$ cat config.mk
export PLATFORM = sky130hd
export DESIGN_NAME = combo_lock_ctrl
export DESIGN_NICKNAME = d
export VERILOG_FILES = /design/src/rtl/combo_lock_ctrl.sv
export SDC_FILE = /design/constraint.sdc
export NUM_CORES = 1
export LEC_CHECK = 0
export CAP_MARGIN = 20
export CORE_MARGIN = 5
export CORE_UTILIZATION = 35
export DETAILED_ROUTE_END_ITERATION = 6
export HOLD_SLACK_MARGIN = 0.05
export SLEW_MARGIN = 20
export SYNTH_ARGS = -nofsm -noshare
export SYNTH_HDL_FRONTEND = slang
export SYNTH_SLANG_ARGS = --single-unit
$ cat constraint.sdc
create_clock -name clk -period 3.71 [get_ports clk]
set_input_delay 0.371 -clock clk [delete_from_list [all_inputs] [get_ports clk]]
set_output_delay 0.371 -clock clk [all_outputs]
set_load 0.03 [all_outputs]
$ cat src/rtl/combo_lock_ctrl.sv
// ----------------------------------------------------------------------------
// combo_lock_ctrl
//   Combination-lock controller for debounced front-panel buttons. It opens on
//   a matching code, lets the user store a new code while open, counts
//   consecutive wrong codes and enters a timed ALARM lockout (with a blink
//   output) once MAX_TRIES is reached. OPEN and SET_WAIT relock on their own
//   after OPEN_CYCLES cycles.
//
// Ports
//   clk         in   1      rising-edge clock
//   rst_n       in   1      asynchronous active-low reset
//   code_in     in   PW_W   code switches, sampled only on a button-event edge
//   enter_btn   in   1      enter / relock button (level)
//   set_btn     in   1      set-password button (level)
//   state_o     out  2      00 LOCKED, 01 OPEN, 10 SET_WAIT, 11 ALARM
//   unlocked    out  1      state is OPEN or SET_WAIT
//   alarm       out  1      state is ALARM
//   blink       out  1      toggles every BLINK_DIV cycles while in ALARM
//   tries_left  out  8      MAX_TRIES minus consecutive failed attempts
//
// Buttons are levels; a press is the first cycle a button is seen high, so a
// held button produces exactly one event. When enter and set rise together,
// enter wins and set is dropped. state_o doubles as the FSM debug view.
// ----------------------------------------------------------------------------
module combo_lock_ctrl #(
  parameter int              PW_W         = 7,
  parameter int              MAX_TRIES    = 3,
  parameter int              OPEN_CYCLES  = 500,
  parameter int              ALARM_CYCLES = 1000,
  parameter int              BLINK_DIV    = 100,
  parameter logic [PW_W-1:0] RESET_CODE   = '0
) (
  input  logic            clk,
  input  logic            rst_n,
  input  logic [PW_W-1:0] code_in,
  input  logic            enter_btn,
  input  logic            set_btn,
  output logic [1:0]      state_o,
  output logic            unlocked,
  output logic            alarm,
  output logic            blink,
  output logic [7:0]      tries_left
);

  typedef enum logic [1:0] {
    ST_LOCKED   = 2'b00,
    ST_OPEN     = 2'b01,
    ST_SET_WAIT = 2'b10,
    ST_ALARM    = 2'b11
  } state_t;

  localparam int T_MAX = (OPEN_CYCLES > ALARM_CYCLES) ? OPEN_CYCLES : ALARM_CYCLES;
  localparam int T_W   = $clog2(T_MAX);
  localparam int BC_W  = (BLINK_DIV > 1) ? $clog2(BLINK_DIV) : 1;

  localparam logic [T_W-1:0]  OPEN_LOAD  = T_W'(OPEN_CYCLES - 1);
  localparam logic [T_W-1:0]  ALARM_LOAD = T_W'(ALARM_CYCLES - 1);
  localparam logic [BC_W-1:0] BLINK_LAST = BC_W'(BLINK_DIV - 1);
  localparam logic [7:0]      TRIES_MAX  = 8'(MAX_TRIES);

  state_t          r_state;
  logic [PW_W-1:0] r_pw;
  logic [7:0]      r_fail_cnt;
  logic [T_W-1:0]  r_timer;
  logic [BC_W-1:0] r_blink_cnt;
  logic            r_blink;
  logic            r_enter_q;
  logic            r_set_q;

  state_t          w_state_nxt;
  logic [PW_W-1:0] w_pw_nxt;
  logic [7:0]      w_fail_nxt;
  logic [7:0]      w_fail_inc;
  logic [T_W-1:0]  w_timer_nxt;
  logic [BC_W-1:0] w_blink_cnt_nxt;
  logic            w_blink_nxt;
  logic            w_ev_enter;
  logic            w_ev_set;

  assign w_ev_enter = enter_btn & ~r_enter_q;
  assign w_ev_set   = set_btn & ~r_set_q;
  assign w_fail_inc = r_fail_cnt + 8'd1;

  always_ff @(posedge clk or negedge rst_n) begin
    if (!rst_n) begin
      r_state     <= ST_LOCKED;
      r_pw        <= RESET_CODE;
      r_fail_cnt  <= '0;
      r_timer     <= '0;
      r_blink_cnt <= '0;
      r_blink     <= 1'b0;
      r_enter_q   <= 1'b0;
      r_set_q     <= 1'b0;
    end else begin
      r_state     <= w_state_nxt;
      r_pw        <= w_pw_nxt;
      r_fail_cnt  <= w_fail_nxt;
      r_timer     <= w_timer_nxt;
      r_blink_cnt <= w_blink_cnt_nxt;
      r_blink     <= w_blink_nxt;
      r_enter_q   <= enter_btn;
      r_set_q     <= set_btn;
    end
  end

  // The timer is forced to 0 on every exit to LOCKED so it always reads 0
  // outside the timed states.
  always_comb begin
    w_state_nxt     = r_state;
    w_pw_nxt        = r_pw;
    w_fail_nxt      = r_fail_cnt;
    w_timer_nxt     = r_timer;
    w_blink_cnt_nxt = r_blink_cnt;
    w_blink_nxt     = r_blink;
    case (r_state)
      ST_LOCKED: begin
        if (w_ev_enter) begin
          if (code_in == r_pw) begin
            w_state_nxt = ST_OPEN;
            w_timer_nxt = OPEN_LOAD;
            w_fail_nxt  = '0;
          end else begin
            w_fail_nxt = w_fail_inc;
            if (w_fail_inc == TRIES_MAX) begin
              w_state_nxt     = ST_ALARM;
              w_timer_nxt     = ALARM_LOAD;
              w_blink_cnt_nxt = '0;
              w_blink_nxt     = 1'b0;
            end
          end
        end
      end
      ST_OPEN: begin
        if (w_ev_enter) begin
          w_state_nxt = ST_LOCKED;
          w_timer_nxt = '0;
        end else if (w_ev_set) begin
          w_state_nxt = ST_SET_WAIT;
          w_timer_nxt = OPEN_LOAD;
        end else if (r_timer == '0) begin
          w_state_nxt = ST_LOCKED;
        end else begin
          w_timer_nxt = r_timer - 1'b1;
        end
      end
      ST_SET_WAIT: begin
        if (w_ev_enter) begin
          w_state_nxt = ST_LOCKED;
          w_timer_nxt = '0;
        end else if (w_ev_set) begin
          w_pw_nxt    = code_in;
          w_state_nxt = ST_LOCKED;
          w_timer_nxt = '0;
        end else if (r_timer == '0) begin
          w_state_nxt = ST_LOCKED;
        end else begin
          w_timer_nxt = r_timer - 1'b1;
        end
      end
      ST_ALARM: begin
        if (r_timer == '0) begin
          w_state_nxt     = ST_LOCKED;
          w_fail_nxt      = '0;
          w_blink_nxt     = 1'b0;
          w_blink_cnt_nxt = '0;
        end else begin
          w_timer_nxt = r_timer - 1'b1;
          if (r_blink_cnt == BLINK_LAST) begin
            w_blink_cnt_nxt = '0;
            w_blink_nxt     = ~r_blink;
          end else begin
            w_blink_cnt_nxt = r_blink_cnt + 1'b1;
          end
        end
      end
      default: begin
        w_state_nxt = ST_LOCKED;
        w_timer_nxt = '0;
      end
    endcase
  end

  assign state_o    = r_state;
  assign unlocked   = (r_state == ST_OPEN) || (r_state == ST_SET_WAIT);
  assign alarm      = (r_state == ST_ALARM);
  assign blink      = r_blink;
  assign tries_left = TRIES_MAX - r_fail_cnt;

endmodule
=== After elaboration in Yosys (flattened, before gate mapping) ===
Cells that the tools add are included.

* Flip-flop bits (word level): 37
* Output and inout bits: 13
* Input bits: 11

* Mux-type cells: 34
* Equality and inequality tests: 12
* Bitwise gates (word level): 6
* Add/sub/neg operators: 4
* Reduce and logical (&&, ||, !) cells: 9

{| class="wikitable"
|+ Operators with widths
! kind !! count
|-
| $mux W10 || 8
|-
| $pmux W10 S4 || 1
|-
| $mux W7 || 5
|-
| $mux W8 || 3
|-
| $mux W2 || 8
|-
| $pmux W8 S2 || 1
|-
| $pmux W7 S2 || 1
|-
| $logic_not A10 Y1 || 1
|-
| $sub A10 B1 Y10 const B || 1
|-
| $add A8 B1 Y8 const B || 1
|-
| $eq A8 B2 Y1 const B || 1
|-
| $pmux W2 S4 || 1
|-
| $sub A2 B8 Y8 const A || 1
|-
| $add A7 B1 Y7 const B || 1
|-
| $eq A7 B7 Y1 || 1
|-
| $eq A7 B7 Y1 const B || 1
|-
| $ne A2 B2 Y1 const B || 3
|-
| $reduce_and A3 Y1 || 2
|-
| $mux W1 || 5
|-
| $reduce_and A5 Y1 || 1
|-
| $eq A2 B2 Y1 const B || 2
|-
| $not A1 Y1 || 4
|-
| $reduce_and A4 Y1 || 1
|-
| $ne A3 B1 Y1 const B || 1
|-
| other kinds (9) || 10
|}

=== Depth between registers and ports, before layout ===
Gate-level depths: netlist of run 1.

* Depth in word-level cells: 6
* Mapped depth: 8

=== Least setup slack after synthesis of run 1 ===
Ideal clock, no wire load.

* Kind: register to register
* Start point: reg r_timer[0]
* End point: reg r_timer[4]
* Path slack: 1.430 ns
* Arrival time: 2.215 ns
* Path buffers: 0
* Stages on the path, launching flop included: 8
* Setup time: 0.065 ns
* Data required time: 3.645 ns
* Period minus slack after synthesis: 2.280 ns
* Cell sequence: dfrtp_1 > inv_1 > ha_1 > or3b_2 > nor3_1 > nor2_1 > a311oi_1 > o22a_1

* Cells in the longest elaborated chain, start to end: 5
* Elaborated cells between the ends (all ways): 8
* Those cells by class: add/sub: 1; mux: 6; reduce/logical: 1

{| class="wikitable"
|+ RTL lines
! element !! RTL line !! text
|-
| start, declared || 64 || <nowiki>logic [T_W-1:0] r_timer;</nowiki>
|-
| start signal, assigned || 98 || <nowiki>r_timer <= w_timer_nxt;</nowiki>
|-
| $sub A10 B1 Y10 / $logic_not A10 Y1 (equally long branches) || - ||
|-
| $mux W10 * || 140, 154, 161 ||
|-
| $mux W10 (on tied branches) || 150, 137 ||
|-
| $mux W10 (on tied branches) || 147, 134 ||
|-
| $pmux W10 S4 * || 115 || <nowiki>case (r_state)</nowiki>
|}

Every way passes the cells marked *; elsewhere a longest branch is shown, timed or not.
A chain may end at the register's enable or synchronous reset.

=== Worst setup path in the final report of run 1 ===
Same ends and word-level chain as after synthesis.

==> run_results.csv, run 1 <==
group,metric,value,unit
run_status,outcome,"finished, final reports clean",
sta,skew,0.00785,ns
worst_setup_path,crit_slowest_cell,"nor3_1",
drt,final_antenna_net_count,0,
power,pwr-share-clk,16.6,%
cts,cts_buffers,5,
drt,first_iter_violations,107,
final_layout,n_antenna_cell,0,
worst_hold_path,min_path_type,"in2async",
synthesis,synthCells,263,
sta,rsz0062_at_grt,"no",
floorplanning,die_area,0.00857,mm^2
power,p_per_area,732,mW/mm^2
worst_setup_path,crit_fanout,8,
sta,fin_crit,2.65,ns
synthesis,synthTopCellsByArea,"dfrtp_1 39%, o21ai_0 5.9%, ha_1 5.8%, xnor2_1 4.0%, nor2_1 3.9%",
cts,post_cts_buffers,0,
synthesis,synth_compound_area_share,22.0,%
floorplanning,die_w,92.6,um
synthesis,syn-num-nets,285,
worst_setup_path,cp_num_cells,7,
synthesis,netlist_area,0.00239,mm^2
synthesis,async_flop_share,100,%
floorplanning,std_cell_rows,30,
global_route,grt_pass1_wl,9230,um
global_route,overflow,0,
placed_design,routabilityCongestion,0.804,
power,power.total,2040,uW
drt,vias,2011,
power,p_int,1170,uW
final_layout,nFillCells,672,
drt,drt_wl_total,5080,um
worst_setup_path,r2r-start,"r_timer[0]",
drt,route.detailed.drc,0,
final_layout,area_growth,16.7,%
placed_design,dp_hpwl,3720,um
worst_setup_path,crit_type,"reg2reg",
worst_setup_path,ff2ff_setup_slack,1.06,ns
final_layout,layout-drive-gt1-share,10.8,%
power,combPwrFrac,51.5,%
cts,htreeDepth,2,
synthesis,synthXorXnorAreaFrac,4.40,%
worst_setup_path,critical_path_arrival,2.88,ns
final_layout,fin_nets,308,
placed_design,port_buffers,23,
worst_setup_path,critPathLaunch,"r_timer[0]",
synthesis,syn_area_per_cell,9.08,um^2
synthesis,yosysTopAreaCell,"dfrtp_1",
synthesis,synth.most_common_cell,"dfrtp_1",
worst_setup_path,start_kind,"flop",
sta,fmax,377,MHz
drt,vias_per_cell,5.49,
synthesis,synth_common_cells,"37 x dfrtp_1, 28 x o21ai_0, 25 x nor2_1, 15 x nand2_1",
global_route,grt_pass1_vias,2008,
drt,drt_pass1_iterations,4,
cts,cts_max_path_buffers,2,
sta,drv_slew,0,
power,p_switching,863,uW
synthesis,yosys_warnings,0,
global_route,grt.total_usage,13.2,%
worst_setup_path,path_cells,"inv_1, ha_1, or3b_2, nor3_1, nor2_1, a311oi_1, o22a_1",
worst_setup_path,path_buf_inv,1,
worst_setup_path,end_kind,"flop",
power,p_leak,0.00114,uW
global_route,grt_max_degree,38,
cts,cts_root_buf,"clkbuf_8",
power,power_frac_seq,31.9,%
global_route,antenna_found_initial,0,
worst_setup_path,critPathTopFamily,"simple AND/OR/NAND/NOR gates",
floorplanning,ios,24,
synthesis,synth-adder-area-share,5.77,%
cts,ctsResizeCount,0,
synthesis,yosysUniqueCellTypes,51,
run,cap_violations,0,
sta,finalSetupTns,0,ns
cts,clk_latency,0.29,ns
cts,ctsHoldBuffers,0,
cts,cts_tree,"yes",
sta,tightest_slew,0.842,ns
synthesis,ys_seq_area_share,38.8,%
sta,holdWs,0.182,ns
synthesis,synth_top_family_by_area,"compound AO/OA/AOI/OAI gates",
synthesis,synth_top_area_share,38.8,%
sta,period_share,71.5,%
sta,finalHoldViolations,0,
floorplanning,fp.dieH,92.6,um
synthesis,synth_ff_type,"dfrtp_1",
worst_setup_path,required,3.94,ns
synthesis,synth_simple_gate_area_share,21.3,%
power,vdd_drop_max,0.426,mV
sta,final-setup-viol-count,0,
sta,slew_headroom,43.9,%
floorplanning,coreArea,0.00672,mm^2
drt,routedWlPerCell,13.9,um
worst_setup_path,ff2ff_path_depth,7,
synthesis,synthMuxAreaShare,3.77,%
synthesis,synth_seq_cells,37,
cts,cts.sinks,37,
power,p_sw_share,42.4,%
worst_setup_path,cpPeakStageDelay,0.70,ns
cts,clkTransAtPathRegs,0.08,ns
synthesis,synth_edf_count,0,
floorplanning,initial_utilization,35.5,%
## power groups by stage
stage,Clock (uW),Sequential [uW],Combinational (uW)
3_5_place_dp,0,656,1050
4_1_cts,348,650,1050
5_1_grt,365,678,1180
2_1_floorplan,0,649,778
3_3_place_gp,0,655,1050
6_report,337,650,1050
## state kept, by name, indices dropped and copies added (netlist names)
register     count
r_timer         10
r_pw             7
state_o          2
blink            1
r_blink_cnt      7
r_enter_q        1
r_set_q          1
r_fail_cnt       8
## area by class of cell
cell class / instances / area [um^2] / area share, %
clock buffer: 5 / 68.8 / 2.47
clock inverter: 2 / 35.0 / 1.26
inverter: 13 / 48.8 / 1.75
multi-input combinational: 204 / 1370 / 49.1
sequential: 37 / 926 / 33.2
tap: 80 / 100 / 3.59
timing repair buffer: 25 / 240 / 8.63
## per-stage QoR
| step | setup WS (ns) | cells | utilization [%] | area (um^2) |
|---|---|---|---|---|
| 6_report | 1.06 | 366 | 41.5 | 2790 |
| 3_5_place_dp | 1.05 | 359 | 39.9 | 2680 |
| 5_1_grt | 0.835 | 366 | 41.5 | 2790 |
| 3_3_place_gp | 1.14 | 359 | 39.9 | 2680 |
| 2_1_floorplan | 1.43 | 263 | - | 2390 |
| 4_1_cts | 1.07 | 366 | 41.5 | 2790 |
## worst register-to-register path, cell delays in order, from the launching register on
cell      delay [ns]
dfrtp_1         0.41
inv_1           0.09
ha_1            0.20
or3b_2          0.52
nor3_1          0.70
nor2_1          0.19
a311oi_1        0.33
o22a_1          0.17
## layer usage
metal	vias up	share of wire (%)	global-route usage (%)
met5	-	0	0
met4	0	1.3	5.32
met3	9	3.9	2.27
met2	42	46	21.1
met1	955	48	17.6
li1	1005	-	-
## logic make-up (layout without fill, tap and decap cells)
kind of cell / Yosys count / count (layout)
AO/OA/AOI/OAI: 79 / 79
XOR/XNOR: 12 / 12
adder cells (fa/ha/maj): 11 / 11
buffers and inverters: 22 / 45
flip-flops: 37 / 37
multiplexers: 8 / 8
AND/OR/NAND/NOR: 94 / 94
## cells in the final DEF, fill, tap and decap left out, drive strengths merged, types with 5 or more instances in the layout
master,instances
ha,11
clkdlybuf4s50,22
nor2,25
o21ai,28
nand2,15
nand3,10
a21oi,13
xnor2,11
o31ai,11
nor3,8
or3,6
a31oi,6
clkbuf,5
mux2,8
dfrtp,37
nand2b,8
inv,13
## final timing paths
check | end
setup / recovery | r_timer[4]
hold / removal | r_pw[3]
setup reg to reg | r_timer[4]
hold reg to reg | r_blink_cnt[6]
max in group asynchronous | blink
min in group clk | r_blink_cnt[6]
Note: power is estimated with default switching activity, not from simulation.
==> run 2, diff against run 1 <==
- clock period: 3.71 -> 2.2 ns (I/O delays scaled with it)
==> run 2 against run 1 <==
The run now ends with negative setup slack left. Via count increased by 8.5%. Cell area increased by 14%. Fmax increased by 20%. Flip-flop and latch count unchanged. Setup slack got worse by 1.1 ns. Critical path type unchanged. Critical endpoint is now r_blink_cnt[5].
==> run_results.csv, run 2 (same netlist as run 1, synthesis figures left out) <==
group,metric,value,unit
run_status,outcome,"complete, but fails checks",
run_status,violations,"negative setup slack",
final_layout,final_util,47.2,%
sta,fin_ws,-0.0126,ns
placed_design,dp_hpwl,4130,um
final_layout,final_cell_area,0.00317,mm^2
final_layout,layout.cells.most_common,"dfrtp_1",
final_layout,top_register,"r_timer",
floorplanning,ios,24,
global_route,grt_pass1_vias,2129,
drt,final_antenna_net_count,0,
worst_setup_path,end_kind,"flop",
placed_design,placed_cell_area,0.00293,mm^2
power,vdd_drop_max,1.02,mV
sta,fin_crit,2.21,ns
power,p_leak,0.00136,uW
final_layout,largest_reg_flops,10,
global_route,grt_pass1_wl,10100,um
worst_setup_path,r2r-start,"r_fail_cnt[3]",
placed_design,routabilityCongestion,0.845,
sta,drv_slew,0,
drt,route.detailed.drc,0,
drt,drt_pass1_iterations,4,
worst_setup_path,crit_fanout,8,
global_route,grt_max_degree,38,
run,cap_violations,0,
floorplanning,die_w,92.6,um
worst_setup_path,ff2ff_setup_slack,-0.01,ns
cts,cts.sinks,37,
sta,skew,0.00585,ns
drt,drt_wl_total,5790,um
floorplanning,std_cell_rows,30,
sta,tightest_slew,0.878,ns
worst_hold_path,min_path_type,"in2async",
placed_design,port_buffers,23,
sta,rsz0062_at_grt,"yes",
floorplanning,die_area,0.00857,mm^2
power,p_per_area,1190,mW/mm^2
worst_setup_path,required,2.40,ns
final_layout,n_antenna_cell,0,
global_route,grt.total_usage,14.3,%
floorplanning,initial_utilization,35.5,%
final_layout,layout-drive-gt1-share,26.3,%
final_layout,top_regs,"r_timer x10, r_fail_cnt x8",
cts,cts_buffers,5,
sta,slew_headroom,41.5,%
placed_design,place_ws,-0.0819,ns
final_layout,nFillCells,642,
drt,vias,2181,
drt,vias_per_cell,5.41,
final_layout,area_growth,32.9,%
cts,clk_latency,0.29,ns
final_layout,layout_common_cells,"37 x dfrtp_1, 31 x buf_4, 25 x nor2_1, 23 x o21ai_0, 18 x clkdlybuf4s50_1",
sta,fmax,452,MHz
cts,cts_tree,"yes",
sta,period_share,101,%
sta,final-setup-viol-count,1,
cts,htreeDepth,2,
worst_setup_path,ff2ff_path_depth,7,
global_route,overflow,0,
worst_setup_path,start_kind,"flop",
floorplanning,fp.dieH,92.6,um
sta,holdWs,0.0427,ns
worst_setup_path,r2r-end,"r_blink_cnt[5]",
floorplanning,coreArea,0.00672,mm^2
global_route,antenna_found_initial,0,
cts,cts_root_buf,"clkbuf_8",
worst_setup_path,critical_path_arrival,2.41,ns
cts,ctsHoldBuffers,0,
drt,routedWlPerCell,14.4,um
worst_setup_path,crit_type,"reg2reg",
sta,finalHoldViolations,0,
cts,clkTransAtPathRegs,0.08,ns
cts,cts_max_path_buffers,2,
final_layout,fin_nets,344,
drt,first_iter_violations,97,
-- run 2: final cells by class --
class	instances	area, um^2	area share [%]
Clock buffer	7	96.3	3.04
Clock inverter	1	5.00	0.158
Inverter	13	48.8	1.54
Multi-Input combinational cell	204	1480	46.6
Sequential cell	37	926	29.2
Tap cell	80	100	3.15
Timing Repair Buffer	61	519	16.4
-- run 2: through the flow --
step / power (uW) / TNS [ns] / cells
floorplan: 2410 / -0.000804 / 263
global placement: 3070 / -0.103 / 391
detailed placement: 3090 / -0.303 / 391
CTS: 3700 / -0.106 / 400
global route: 4130 / -0.678 / 403
finish: 3780 / -0.0126 / 403
-- run 2: critical path: stages, from the launching register on --
cell and delay (ns):
dfrtp_1 0.41, buf_4 0.17, and2_1 0.17, a2111oi_1 0.42, or3_4 0.24, a31oi_4 0.09, or3_4 0.43, o31ai_2 0.19
-- run 2: power by group --
group	switching, uW	internal (uW)	total, uW
clock	247	283	530
combinational	1180	997	2170
sequential	176	899	1080
-- run 2: worst max path at each step --
stage / start / endpoint / slack [ns] / cells past startpoint
global route: r_fail_cnt[2] / r_blink_cnt[5] / -0.08 / 8
global placement: enter_btn / r_blink_cnt[5] / -0.06 / 7
floorplan: r_timer[0] / blink / -0.0008 / 7
CTS: r_fail_cnt[2] / r_blink_cnt[5] / -0.03 / 7
finish: r_fail_cnt[3] / r_blink_cnt[5] / -0.01 / 7
detailed placement: enter_btn / r_blink_cnt[5] / -0.08 / 7
-- run 2: routing by layer --
metal  global-route usage [%]  vias up  part of all wire, %
met5                        0        -                    0
met4                     4.08        0                  1.3
met3                     2.44        9                  3.3
met2                     23.3       38                   48
met1                     19.4     1058                   47
li1                         -     1076                    -
-- run 2: what timing repair did --
action | 4_1_cts | 5_1_grt
buffers inserted | 1 | 1
setup endpoints to repair | 12 | 22
gates cloned | 0 | 2
pin swaps | 8 | 7
resized for setup | 15 | 23
==> run 3, diff against run 2 <==
- CTS_BUF_LIST: default -> sky130_fd_sc_hd__clkbuf_4 sky130_fd_sc_hd__clkbuf_8
==> results of run 3 <==
Same layout as run 2: the final DEF is identical, and so are final timing and power.
==> RTL edit 1: new RTL, settings of run 3 <==
Add an input register stage for `code_in`, `enter_btn` and `set_btn`, without a reset; this delays them by one clock.
--- a/src/rtl/combo_lock_ctrl.sv
+++ b/src/rtl/combo_lock_ctrl.sv
@@ -60,2 +60,12 @@
 
+  logic [PW_W-1:0] code_q;
+  logic enter_btn_q;
+  logic set_btn_q;
+
+  always_ff @(posedge clk) begin
+    code_q      <= code_in;
+    enter_btn_q <= enter_btn;
+    set_btn_q   <= set_btn;
+  end
+
   state_t          r_state;
@@ -79,4 +89,4 @@
 
-  assign w_ev_enter = enter_btn & ~r_enter_q;
-  assign w_ev_set   = set_btn & ~r_set_q;
+  assign w_ev_enter = enter_btn_q & ~r_enter_q;
+  assign w_ev_set   = set_btn_q & ~r_set_q;
   assign w_fail_inc = r_fail_cnt + 8'd1;
@@ -100,4 +110,4 @@
       r_blink     <= w_blink_nxt;
-      r_enter_q   <= enter_btn;
-      r_set_q     <= set_btn;
+      r_enter_q   <= enter_btn_q;
+      r_set_q     <= set_btn_q;
     end
@@ -117,3 +127,3 @@
         if (w_ev_enter) begin
-          if (code_in == r_pw) begin
+          if (code_q == r_pw) begin
             w_state_nxt = ST_OPEN;
@@ -150,3 +160,3 @@
         end else if (w_ev_set) begin
-          w_pw_nxt    = code_in;
+          w_pw_nxt    = code_q;
           w_state_nxt = ST_LOCKED;
Behaviour: not the same (Yosys sat finds a counterexample within 4 cycles, from zero or initial values and one cycle with rst_n low).
==> RTL edit 1 against run 3 <==
Worst setup slack better by 0.063 ns; sequential cell count up 9; final area down 2.4%; maximum frequency up 2.9%; power up 3.5%; largest cell class unchanged; combinational power down 4%; core utilization down 3.8 points; synthesized area up 5.7%; wire length down 7.7%; highest routed layer unchanged.
==> RTL edit 1: results (changes against run 3) <==
| Metric | Value |
|---|---|
| Status | completed |
| Iteration-0 DRC Markers | 100 (+3.1%) |
| Worst r2r src | r_fail_cnt[2] |
| Global-route wire length before repair | 9160 um (-9.7%) |
| Hold Startpoint | set_btn |
| Worst Reg2Reg Path Length in Cells | 9 (+2) |
| Post-DR vias/cell | 5.02 (-7.3%) |
| Worst Hold Path EP | set_btn_q |
| Worst-skew pair later-pin latency | 0.31 ns (+0.02 ns) |
| Largest net degree at the start of global routing | 38 (unchanged) |
| Number of global-route vias before repair | 1,966 (-7.7%) |
| Worst R2R End | r_timer[4] |
| Worst-margin pin slew | 0.838 ns (-0.0404 ns) |
| Fill cells | 726 (+13%) |
| Leak Pwr | 1.32 nW (-3.0%) |
| Global placer's final weighted congestion | 0.853 (+0.96%) |
| TritonRoute pass-1 iters | 4 (unchanged) |
| DR WL/cell | 13.0 um (-9.9%) |
| N_diodes | 0 (unchanged) |
| Clock transition at path regs | 0.10 ns (+0.02 ns) |
| Worst Skew | 0.00988 ns (+0.00403 ns) |
| Largest registers | r_timer (10), r_fail_cnt (8) |
| Asr flop ratio synth | 80.4% (-20 points) |
| Placed cell area | 2940 um^2 (+0.34%) |
| CP max FO | 9 (+1) |
| Seq/Total Area, Yosys | 43.8% (+5.0 points) |
| Synth warnings | 0 (unchanged) |
| Num CTS Buffers | 5 (unchanged) |
| H-tree Lvls | 2 (unchanged) |
| Worst setup path category | reg2reg |
| CP peak stage delay | 0.37 ns (-0.06 ns) |
| Post-DP HPWL | 3860 um (-6.6%) |
| R2R setup slack | 0.05 ns (+0.06 ns) |
| Netlist cell types | 44 (-14%) |
| CP arrival | 2.34 ns (-0.07 ns) |
| Final Slew Violations | 0 (unchanged) |
| Nets | 335 (-2.6%) |
| Worst Hold Class | in2reg |
| Top cells by area, synth | dfrtp_1, dfxtp_1, ha_1 |
| Commonest cells in the netlist | dfrtp_1, o21ai_1, nand2_1 |
| Syn Nets | 292 (+2.5%) |
| CTS Buffer Depth | 2 (unchanged) |
| Layout cells sized above 1 | 15.9% (-10 points) |
| I/O Buffers | 23 (unchanged) |
| CTS root buf | clkbuf_8 |
| Largest delay share family, worst path | compound AO/OA/AOI/OAI gates |
| Hold depth | 1 |
| Initial antenna violation count | 0 (unchanged) |
| Slowest cell on crit path | dfrtp_1 |
| Gr usage total | 12.8% (-1.5 points) |
| Peak supply drop | 0.000655 V (-36%) |
-- RTL edit 1: cells by family (layout without fill, tap and decap cells) --
kind of cell | count (synthesis) | after routing | synth area share, %
AOI/OAI and AO/OA | 79 | 79 | 19.3
xor gates and xnor gates | 14 | 14 | 4.86
adders and majority gates | 11 | 11 | 5.45
DFF | 46 | 46 | 43.8
and+or+nand+nor | 91 | 91 | 18.7
buffers and inverters | 21 | 65 | 4.31
muxes | 8 | 8 | 3.52
-- RTL edit 1: worst max path at each step --
stage	depth (start not counted)	end	slack [ns]
after global placement	7	r_blink_cnt[5]	0.09
after global routing	9	r_timer[4]	0.0004
after detailed placement	7	r_blink_cnt[5]	0.06
after floorplan	7	r_fail_cnt[3]	0.17
final	9	r_timer[4]	0.05
after CTS	7	r_blink_cnt[5]	0.02
-- RTL edit 1: area by class of cell --
cell class	instances	area, um^2	share of cell area (%)
clock buffers	5	68.8	2.22
clock inverters	3	26.3	0.848
inverters	10	37.5	1.21
multi-input cells	203	1330	42.8
flip-flops and latches	46	1110	35.8
well taps	99	124	4.00
repair buffers	47	407	13.1
-- RTL edit 1: power breakdown --
part | total (mW) | switching (mW) | internal (mW)
Clock | 0.554 | 0.318 | 0.236
Sequential | 1.27 | 0.198 | 1.07
Combinational | 2.09 | 1.17 | 0.921
Total | 3.91 | 1.68 | 2.23
-- RTL edit 1: stage by stage --
step	instances	worst slack, ns	util (%)	hold WS, ns
after floorplan	270	0.166	-	-0.0756
after global placement	399	0.0947	41.1	0.340
after detailed placement	399	0.0554	41.1	0.343
after CTS	408	0.0155	42.5	0.337
after global routing	413	0.000387	43.4	0.324
final	413	0.0500	43.4	0.348
-- RTL edit 1: timing repair --
item | CTS | global route
hold buffers | 1 | 0
gates cloned | 0 | 1
setup endpoints to repair | 4 | 14
pin swaps | 0 | 2
buffers inserted | 0 | 4
hold endpoints to repair | 21 | 0
gates resized for setup | 4 | 8
-- RTL edit 1: metal layers --
metal	vias to the layer above	routed length (um)	GRT usage, %
li1	1051	-	-
met1	959	2540	17.3
met2	55	2460	20.5
met3	7	298	2.79
met4	0	51	3.97
met5	-	0	0
==> RTL edit 2: new RTL, flow settings as in run 3 <==
Without the edit above. Change the parameter `PW_W` from 7 to 14.
--- a/src/rtl/combo_lock_ctrl.sv
+++ b/src/rtl/combo_lock_ctrl.sv
@@ -25,3 +25,3 @@
 module combo_lock_ctrl #(
-  parameter int              PW_W         = 7,
+  parameter int              PW_W         = 14,
   parameter int              MAX_TRIES    = 3,
Interface: changed (resized code_in); port bits go from 24 to 31. The function was not compared with the original's and may differ.
==> RTL edit 2 against run 3 <==
Worst setup slack better by 0.10 ns; sequential cell count is 7 higher; synthesized area is 15% higher; power is 13% higher; wire length is 3.5% higher; critical path depth is 1 higher; final area is 7.4% higher; largest power group unchanged; sequential share of layout area is 3.1 points higher.
==> RTL edit 2: results (changes against run 3) <==
| Metric | Value |
|---|---|
| Largest registers | r_pw (14), r_timer (10), r_fail_cnt (8) |
| Psw | 1.82 mW (+14%) |
| Largest net degree at the start of global routing | 45 (+18%) |
| Post-DP HPWL | 4410 um (+6.6%) |
| Worst Skew | 0.0129 ns (+0.00704 ns) |
| M2 GR Usage | 22.0% (-1.3 points) |
| M1 GR Usage | 17.3% (-2.1 points) |
| Commonest cells in the netlist | dfrtp_1, o21ai_0, nand2_1 |
| Top cells by area, synth | dfrtp_1, mux2_2, xnor2_1 |
| Gr usage total | 13.2% (-1.1 points) |
| Leak Pwr | 1.46 nW (+7.2%) |
| I/O Buffers | 30 (+30%) |
| Initial antenna violation count | 0 (unchanged) |
| Syn Nets | 315 (+11%) |
| Nets | 364 (+5.8%) |
| Clock transition at path regs | 0.10 ns (+0.02 ns) |
| Number of global-route vias before repair | 2,343 (+10%) |
| Peak supply drop | 0.000604 V (-41%) |
| CP max FO | 22 (+14) |
| Post-DR vias/cell | 5.17 (-4.4%) |
| Global-route wire length before repair | 10,700 um (+5.4%) |
| Global placer's final weighted congestion | 0.851 (+0.76%) |
| Netlist cell types | 54 (+5.9%) |
| Post-CTS setup buffers | 0 (-1) |
| Worst-margin pin slew | 0.589 ns (-0.289 ns) |
| Placed cell area | 3290 um^2 (+12%) |
| Layout cells sized above 1 | 19.6% (-6.7 points) |
| Status | completed |
| Met3 Track Usage GR | 2.41% (-0.031 points) |
| Worst Hold Class | in2reg |
| Total wire length | 5990 um (+3.5%) |
| Seq/Total Area, Yosys | 40.2% (+1.5 points) |
## RTL edit 2: power by group through the flow
stage	clock, mW	sequential (mW)	combinational, mW
after floorplan	0	1.41	1.58
after global routing	0.592	1.44	2.59
after detailed placement	0	1.40	2.35
final	0.543	1.39	2.32
after global placement	0	1.39	2.32
after CTS	0.560	1.39	2.35
## RTL edit 2: repair_timing
action	in CTS	in global routing
hold buffers	1	0
cloned	0	0
hold endpoints to repair	44	0
pin swaps	0	1
endpoints found under the setup margin	5	2
gates resized for setup	5	3
## RTL edit 2: worst max-delay path: stages, from the launching register on
cell and delay (ns):
dfrtp_1 0.40, ha_1 0.24, and3_4 0.21, a211oi_2 0.25, nor3_1 0.09, a221oi_2 0.32, buf_12 0.19, mux2i_1 0.19
o21ai_0 0.10
## RTL edit 2: cells by family (layout without fill, tap and decap cells)
family | Yosys count | after routing | share of synthesized area [%]
DFF | 44 | 44 | 40.2
AOI/OAI and AO/OA | 74 | 74 | 17.7
xor gates and xnor gates | 19 | 19 | 6.08
buffers and inverters | 25 | 75 | 4.11
adders and majority gates | 11 | 11 | 5.03
and+or+nand+nor | 95 | 95 | 19.4
muxes | 18 | 18 | 7.41
## RTL edit 2: final timing paths
| kind | slack [ns] | startpoint | cells after the start | end |
|---|---|---|---|---|
| min | 0.41 | set_btn | 1 | r_set_q |
| max | 0.09 | r_fail_cnt[0] | 8 | state_o[1] |
| min in group asynchronous | 0.52 | rst_n | 3 | r_timer[5] |
| max in group asynchronous | 1.26 | rst_n | 3 | r_blink_cnt[4] |
| max reg2reg | 0.09 | r_fail_cnt[0] | 8 | state_o[1] |
| min reg2reg | 0.51 | r_blink_cnt[0] | 1 | r_blink_cnt[0] |
## RTL edit 2: area by class of cell
class / instances / area [um^2]
fillers: 759 / 4280
flip-flops and latches: 44 / 1100
clock buffers: 5 / 68.8
inverters: 14 / 52.6
well taps: 102 / 128
repair buffers: 53 / 490
multi-input cells: 217 / 1540
clock inverters: 3 / 25.0
## RTL edit 2: through the flow
step           total power, mW  setup TNS (ns)  hold slack (ns)  std cells  worst slack (ns)
2_1_floorplan             2.99               0          -0.0756        286            0.0692
3_3_place_gp              3.71          -0.296            0.350        429            -0.103
3_5_place_dp              3.76          -0.898            0.349        429            -0.153
4_1_cts                   4.30               0            0.402        438            0.0354
5_1_grt                   4.63               0            0.412        438           0.00965
6_report                  4.26               0            0.413        438            0.0905
## RTL edit 2: per-layer routing
layer,vias up,share of wire [%]
li1,1137,-
met1,1091,49
met2,31,48
met3,6,2.4
met4,0,1.1
met5,-,0
